### config.mk
export PLATFORM = sky130hd
export DESIGN_NAME = ts_readout_ser
export DESIGN_NICKNAME = d
export VERILOG_FILES = /design/src/rtl/ts_readout_ser_pkg.sv /design/src/rtl/ts_readout_ser_bit.sv /design/src/rtl/ts_readout_ser.sv
export SDC_FILE = /design/constraint.sdc
export NUM_CORES = 1
export LEC_CHECK = 0
export BUFFER_PORTS_ARGS = -buffer_cell sky130_fd_sc_hd__buf_2
export CORE_MARGIN = 2
export CORE_UTILIZATION = 45
export DETAILED_ROUTE_END_ITERATION = 16
export PLACE_DENSITY = 0.65
export SLEW_MARGIN = 40
export SYNTH_ARGS = -nofsm -noshare
export SYNTH_HDL_FRONTEND = slang
export SYNTH_SLANG_ARGS = --single-unit
### constraint.sdc
create_clock -name clk -period 2.8 [get_ports clk]
set_input_delay 0.14 -clock clk [delete_from_list [all_inputs] [get_ports clk]]
set_output_delay 0.14 -clock clk [all_outputs]
set_load 0.02 [all_outputs]
### src/rtl/ts_readout_ser_pkg.sv
// Shared types and frame constants for the timestamp readout serializer.
package ts_readout_ser_pkg;

  localparam int   DEFAULT_WORDWIDTH = 16;
  localparam logic START_BIT         = 1'b1;
  localparam logic STOP_BIT          = 1'b0;
  localparam int   FRAME_BITS        = DEFAULT_WORDWIDTH + 3;

  typedef enum logic [1:0] {
    ST_IDLE,
    ST_READ,
    ST_LOAD,
    ST_SEND
  } state_t;

  // Frame length for an arbitrary word width: start + data + parity + stop.
  function automatic int frame_bits(input int ww);
    return ww + 3;
  endfunction

endpackage

### src/rtl/ts_readout_ser_bit.sv
// Bit-period divider: DIV-cycle down-counter emitting a one-cycle bit_tick.
module ts_bit_timer #(
  parameter int DIV = 4
) (
  input  logic clk,
  input  logic rst,
  input  logic run,
  output logic bit_tick
);

  localparam logic [7:0] RELOAD = 8'(DIV - 1);

  logic [7:0] div_cnt;

  // Held at RELOAD while idle so the first bit of a frame lasts exactly DIV cycles.
  always_ff @(posedge clk or posedge rst) begin
    if (rst)
      div_cnt <= '0;
    else if (!run || div_cnt == 8'd0)
      div_cnt <= RELOAD;
    else
      div_cnt <= div_cnt - 8'd1;
  end

  assign bit_tick = run && (div_cnt == 8'd0);

endmodule

### src/rtl/ts_readout_ser.sv
// Reads timestamp words from a sync FIFO and sends each as a framed serial word.
module ts_readout_ser
  import ts_readout_ser_pkg::*;
#(
  parameter int WORDWIDTH = DEFAULT_WORDWIDTH,
  parameter int DIV       = 4
) (
  input  logic                 clk,
  input  logic                 rst,
  input  logic                 en_i,
  input  logic                 fifo_empty_i,
  input  logic [WORDWIDTH-1:0] fifo_data_i,
  output logic                 fifo_re_o,
  output logic                 ser_o,
  output logic                 frame_o,
  output logic                 busy_o,
  output logic [7:0]           word_cnt_o
);

  localparam int NBITS = frame_bits(WORDWIDTH);
  localparam int BCW   = $clog2(NBITS);
  localparam logic [BCW-1:0] PAR_BIT  = BCW'(WORDWIDTH + 1);
  localparam logic [BCW-1:0] LAST_BIT = BCW'(NBITS - 1);

  state_t               state, state_nxt;
  logic [WORDWIDTH-1:0] shreg;
  logic                 parity;
  logic [BCW-1:0]       bit_cnt;
  logic [7:0]           word_cnt;
  logic                 bit_tick;
  logic                 start_ok;
  logic                 frame_end;

  ts_bit_timer #(.DIV(DIV)) u_bit_timer (
    .clk      (clk),
    .rst      (rst),
    .run      (state == ST_SEND),
    .bit_tick (bit_tick)
  );

  assign start_ok  = en_i && !fifo_empty_i;
  assign frame_end = (state == ST_SEND) && bit_tick && (bit_cnt == LAST_BIT);

  always_ff @(posedge clk or posedge rst) begin
    if (rst) state <= ST_IDLE;
    else     state <= state_nxt;
  end

  always_comb begin
    state_nxt = state;
    case (state)
      ST_IDLE: if (start_ok) state_nxt = ST_READ;
      ST_READ: state_nxt = ST_LOAD;
      ST_LOAD: state_nxt = ST_SEND;
      ST_SEND: if (frame_end) state_nxt = start_ok ? ST_READ : ST_IDLE;
      default: state_nxt = ST_IDLE;
    endcase
  end

  always_ff @(posedge clk or posedge rst) begin
    if (rst) begin
      shreg    <= '0;
      parity   <= 1'b0;
      bit_cnt  <= '0;
      word_cnt <= '0;
    end else begin
      if (state == ST_LOAD) begin
        shreg   <= fifo_data_i;
        parity  <= ^fifo_data_i;
        bit_cnt <= '0;
      end else if (state == ST_SEND && bit_tick) begin
        // The start bit does not consume a data bit; shifting past the data is harmless.
        if (bit_cnt != '0) shreg <= shreg << 1;
        bit_cnt <= frame_end ? '0 : bit_cnt + BCW'(1);
      end
      if (frame_end) word_cnt <= word_cnt + 8'd1;
    end
  end

  always_comb begin
    ser_o = 1'b0;
    if (state == ST_SEND) begin
      if (bit_cnt == '0)           ser_o = START_BIT;
      else if (bit_cnt == PAR_BIT) ser_o = parity;
      else if (bit_cnt == LAST_BIT) ser_o = STOP_BIT;
      else                         ser_o = shreg[WORDWIDTH-1];
    end
  end

  assign fifo_re_o  = (state == ST_READ);
  assign frame_o    = (state == ST_SEND);
  assign busy_o     = (state != ST_IDLE);
  assign word_cnt_o = word_cnt;

endmodule

==> results.txt <==
The biggest area consumer among synthesized cells is sky130_fd_sc_hd__dfrtp_1. The maximum fanout count along the critical path is 10. The count of antenna diodes in the layout came out at 0. The instance count along the most critical hold path is 3. The power density over cell area came out at approximately 440 nW/um^2. The final-layout setup total negative slack is 0 ps.

The slack of the worst reg-to-reg path came out at approximately 510 ps. Cell internal power was estimated by the tool at approximately 0.84 mW. The number of different library cells used by synthesis comes to 35.

The required time at the worst-slack endpoint came out at between 2000 and 3000 ps. On the final layout, the worst clock skew is ~7.0 ps. The static power due to leakage came out at between 1 and 1.5 nW. The half-perimeter wire length after detailed placement came out at around 2600 um. The number of CTS-inserted buffers is 5.

The H-tree depth is 2. The number of design-rule violations left by the first detailed-router iteration is 52. The xor and xnor area share after synthesis is 0.119. The first global-routing pass estimated ~6400 um of wire. The slack of the critical path came out at approximately 500 ps. The number of failing hold endpoints at the final stage came out at 0. The number of hold buffers added after cts came out at 1.

The worst setup path is launched from a flop. In the global route stage, overall resource usage came out at 0.155. The critical path is of the flop to flop type.

The final core utilization came out at 0.527. The instance count of the mapped netlist is around 210. Entering global routing, the biggest net connects 41 pins.

In the final routed layout, each cell accounts on average for between 10 and 15 um. After routing the design area is ~2500 sq um. The data arrival time of the critical path came out at roughly 2500 ps. The final route contains approximately 1500 vias. The endpoint identified for the worst register-to-register timing path is state[0]$_DFFE_PP0P_.

Of the total synthesized cell area, the portion taken by AND, OR, NAND and NOR gates is 0.167. The total nets after synthesis came out at between 200 and 250. The final setup violation count is 0. The adder-cell share of the synthesized area came out at 0.0643. The area fraction in compound gates after synthesis came out at 0.0672.

The die area is 5330 sq um. The die extent in y is 73.0 um. The clock net in this run drives a total of 40 sinks.

The final max-slew violation count is 0. The remaining number of nets flagged by the antenna check after routing is 0. The width of the chip is between 70 and 80 um.

In the final design database the tool counted 275 nets. The clock insertion delay at the later pin of the skew report is 290 ps. For this configuration, the core starts out at a cell density of 0.459. After clock tree synthesis, the setup repair step added 0 buffers. The initial antenna violation count came out at 0. The final weighted congestion of routability-driven global placement is just under 0.8. The class of the tightest hold or removal check is input port to flop.

The maximum frequency from static timing analysis came out at around 440 MHz. In this run the cell area measured after placement is roughly 2400 sq um. Leaving out fill and tap cells, the most frequent cell in the layout is sky130_fd_sc_hd__dfrtp_1.

In this run the deepest clock path goes through 2 buffers. From synthesis to final layout, the design area changed by 14.7%. The max capacitance violation total is 0.

During synthesis, Yosys emitted a total of 0 warnings. Of the total power, the share spent switching nets is 0.226. The number of buffer cells added on primary ports came out at 31.

Of the total power, combinational logic draws 0.085. The startpoint identified for the worst hold timing path is fifo_data_i[3]. The worst setup path is captured at a flop.

The total power came out at between 1 and 1.5 mW. The clock period minus worst slack is 2290 ps. Setup repair after global routing left no endpoint under its margin. The clock edge transition at the registers on the reported setup and hold paths is 80 ps. The worst register-to-register path begins at u_bit_timer.div_cnt[5]$_DFF_PP0_. The post-synthesis cell area came out at 2140 sq um. Of the post-synthesis cell area, the part taken by muxes is 0.0853. The residual overflow from global routing came out at 0. The ratio of routed vias to standard cells came out at ~5.1.

The number of placement rows is 25. The path with the worst hold slack has its endpoint at shreg[3]$_DFFE_PP0P_. The number of cells on the worst reg-to-reg path is 5. For the pin with the worst max-slew slack, the measured transition is about 510 ps. The fraction of layout cells with a size suffix above 1 is 0.192.

In the routed design, unresolved DRC markers number 0. Of the total power, the clock network draws 0.364. After detailed routing, the total wire length is 3620 um. Prior to clock tree synthesis, the placed netlist has a worst setup slack of ~500 ps. For this design the total switching power over the nets is approximately 0.24 mW. After synthesis, the largest family of logic cells by area is simple AND/OR/NAND/NOR gates. In this run the count of I/O pins placed on the die edge is 32.

The core area came out at 4660 sq um. After synthesis the netlist holds a flip-flop and latch count of 40. The flow ran to the end, and the final reports show no timing, DRC or antenna violations. The highest ir drop seen on vdd is about 0.00023 V. The via count of the first global-routing pass came out at ~1400. By area the synthesized netlist is led by sky130_fd_sc_hd__dfrtp_1 (47%), sky130_fd_sc_hd__xnor2_1 (9.8%), sky130_fd_sc_hd__mux2i_1 (7.5%).

In the finished design, the share of the clock period the worst path needs comes to 0.818. Of the total power, registers draw 0.551. The relative slew slack came out at 0.663.

The first detailed-routing pass ran for 4 iterations. The number of cells upsized or downsized after cts is 0. The clock root buffer is sky130_fd_sc_hd__clkbuf_8. TritonCTS built the clock tree. The top cell types in the final layout, fill and taps aside, are sky130_fd_sc_hd__dfrtp_1 (40), sky130_fd_sc_hd__buf_2 (31), sky130_fd_sc_hd__nand2_1 (28). The mean post-synth cell area is approximately 10 sq um. Of the synthesized area, sequential elements account for 0.468. Of the post-synthesis cell area, the dominant cell type holds 0.468.
-- stage by stage --
step	cells	hold WS, ps
2_1_floorplan	209	261
3_3_place_gp	290	298
3_5_place_dp	290	300
4_1_cts	299	72.7
5_1_grt	299	88.1
6_report	299	80.4
-- critical path: stages (launching register included) --
cell and delay, ps:
sky130_fd_sc_hd__dfrtp_1 400, sky130_fd_sc_hd__or4_4 570, sky130_fd_sc_hd__nor3_4 370, sky130_fd_sc_hd__and2_0 370, sky130_fd_sc_hd__a211oi_1 130, sky130_fd_sc_hd__o32a_1 340
-- synth_stat cells --
master / instances
sky130_fd_sc_hd__a211oi_1: 1
sky130_fd_sc_hd__a21oi_1: 3
sky130_fd_sc_hd__a22oi_1: 1
sky130_fd_sc_hd__a311oi_1: 1
sky130_fd_sc_hd__a31oi_1: 1
sky130_fd_sc_hd__a41oi_1: 1
sky130_fd_sc_hd__and2_0: 1
sky130_fd_sc_hd__and3_1: 2
sky130_fd_sc_hd__buf_2: 1
sky130_fd_sc_hd__buf_4: 1
sky130_fd_sc_hd__clkbuf_1: 4
sky130_fd_sc_hd__dfrtp_1: 40
sky130_fd_sc_hd__ha_1: 11
sky130_fd_sc_hd__inv_1: 10
sky130_fd_sc_hd__mux2_2: 2
sky130_fd_sc_hd__mux2i_1: 16
sky130_fd_sc_hd__nand2_1: 28
sky130_fd_sc_hd__nand2_2: 1
sky130_fd_sc_hd__nand2b_1: 2
sky130_fd_sc_hd__nand3_1: 6
sky130_fd_sc_hd__nand3b_1: 2
sky130_fd_sc_hd__nand4_1: 6
sky130_fd_sc_hd__nor2_1: 14
sky130_fd_sc_hd__nor3_1: 1
sky130_fd_sc_hd__nor3_4: 1
sky130_fd_sc_hd__nor3b_1: 1
sky130_fd_sc_hd__nor4_1: 1
sky130_fd_sc_hd__nor4_2: 1
sky130_fd_sc_hd__o21ai_0: 16
sky130_fd_sc_hd__o32a_1: 1
sky130_fd_sc_hd__or3_1: 1
sky130_fd_sc_hd__or4_4: 1
sky130_fd_sc_hd__or4b_4: 1
sky130_fd_sc_hd__xnor2_1: 24
sky130_fd_sc_hd__xor2_1: 5
-- layer usage --
layer  track usage  routed length (um)  vias to the layer above
met5             0                   0                        -
met4        0.0556                  49                        0
met3        0.0318                  95                        4
met2         0.254                1740                       16
met1         0.204                1740                      723
li1              -                   -                      779
-- layout make-up --
class	count	area (sq um)
fillers	428	2210
multi-input cells	153	1070
flip-flops and latches	40	1000
repair buffers	34	180
clock buffers	7	86.3
well taps	54	67.6
inverters	10	37.5
clock inverters	1	7.51
-- power groups by stage --
stage          combinational [mW]  clock [mW]  sequential, mW
2_1_floorplan              0.0643           0           0.605
3_3_place_gp               0.0927           0           0.607
3_5_place_dp               0.0938           0           0.607
4_1_cts                    0.0952       0.413           0.595
5_1_grt                     0.103       0.435           0.596
6_report                   0.0919       0.393           0.595
-- worst max path at each step --
stage                                           startpoint  cells past startpoint                   end  slack, ps
after floorplan           u_bit_timer.div_cnt[5]$_DFF_PP0_                      5  state[1]$_DFFE_PP0P_        700
after global placement    u_bit_timer.div_cnt[5]$_DFF_PP0_                      5  state[0]$_DFFE_PP0P_        570
after detailed placement  u_bit_timer.div_cnt[5]$_DFF_PP0_                      5  state[0]$_DFFE_PP0P_        500
after CTS                 u_bit_timer.div_cnt[5]$_DFF_PP0_                      5  state[0]$_DFFE_PP0P_        490
after global routing      u_bit_timer.div_cnt[5]$_DFF_PP0_                      5  state[0]$_DFFE_PP0P_        360
final                     u_bit_timer.div_cnt[5]$_DFF_PP0_                      5  state[0]$_DFFE_PP0P_        510
-- cell families (layout without fill, tap and decap cells) --
| kind of cell | count (synthesis) | count (layout) |
|---|---|---|
| AND/OR/NAND/NOR | 70 | 70 |
| flip-flops | 40 | 40 |
| XOR/XNOR | 29 | 29 |
| AO/OA/AOI/OAI | 25 | 25 |
| multiplexers | 18 | 18 |
| buffers and inverters | 16 | 52 |
| adder cells (fa/ha/maj) | 11 | 11 |
-- state kept, by name, indices dropped and copies added, names as in the netlist --
name                 flops
bit_cnt                  5
parity                   1
shreg                   16
state                    2
u_bit_timer.div_cnt      8
word_cnt_o               8
Note: power is estimated with default switching activity, not from simulation.
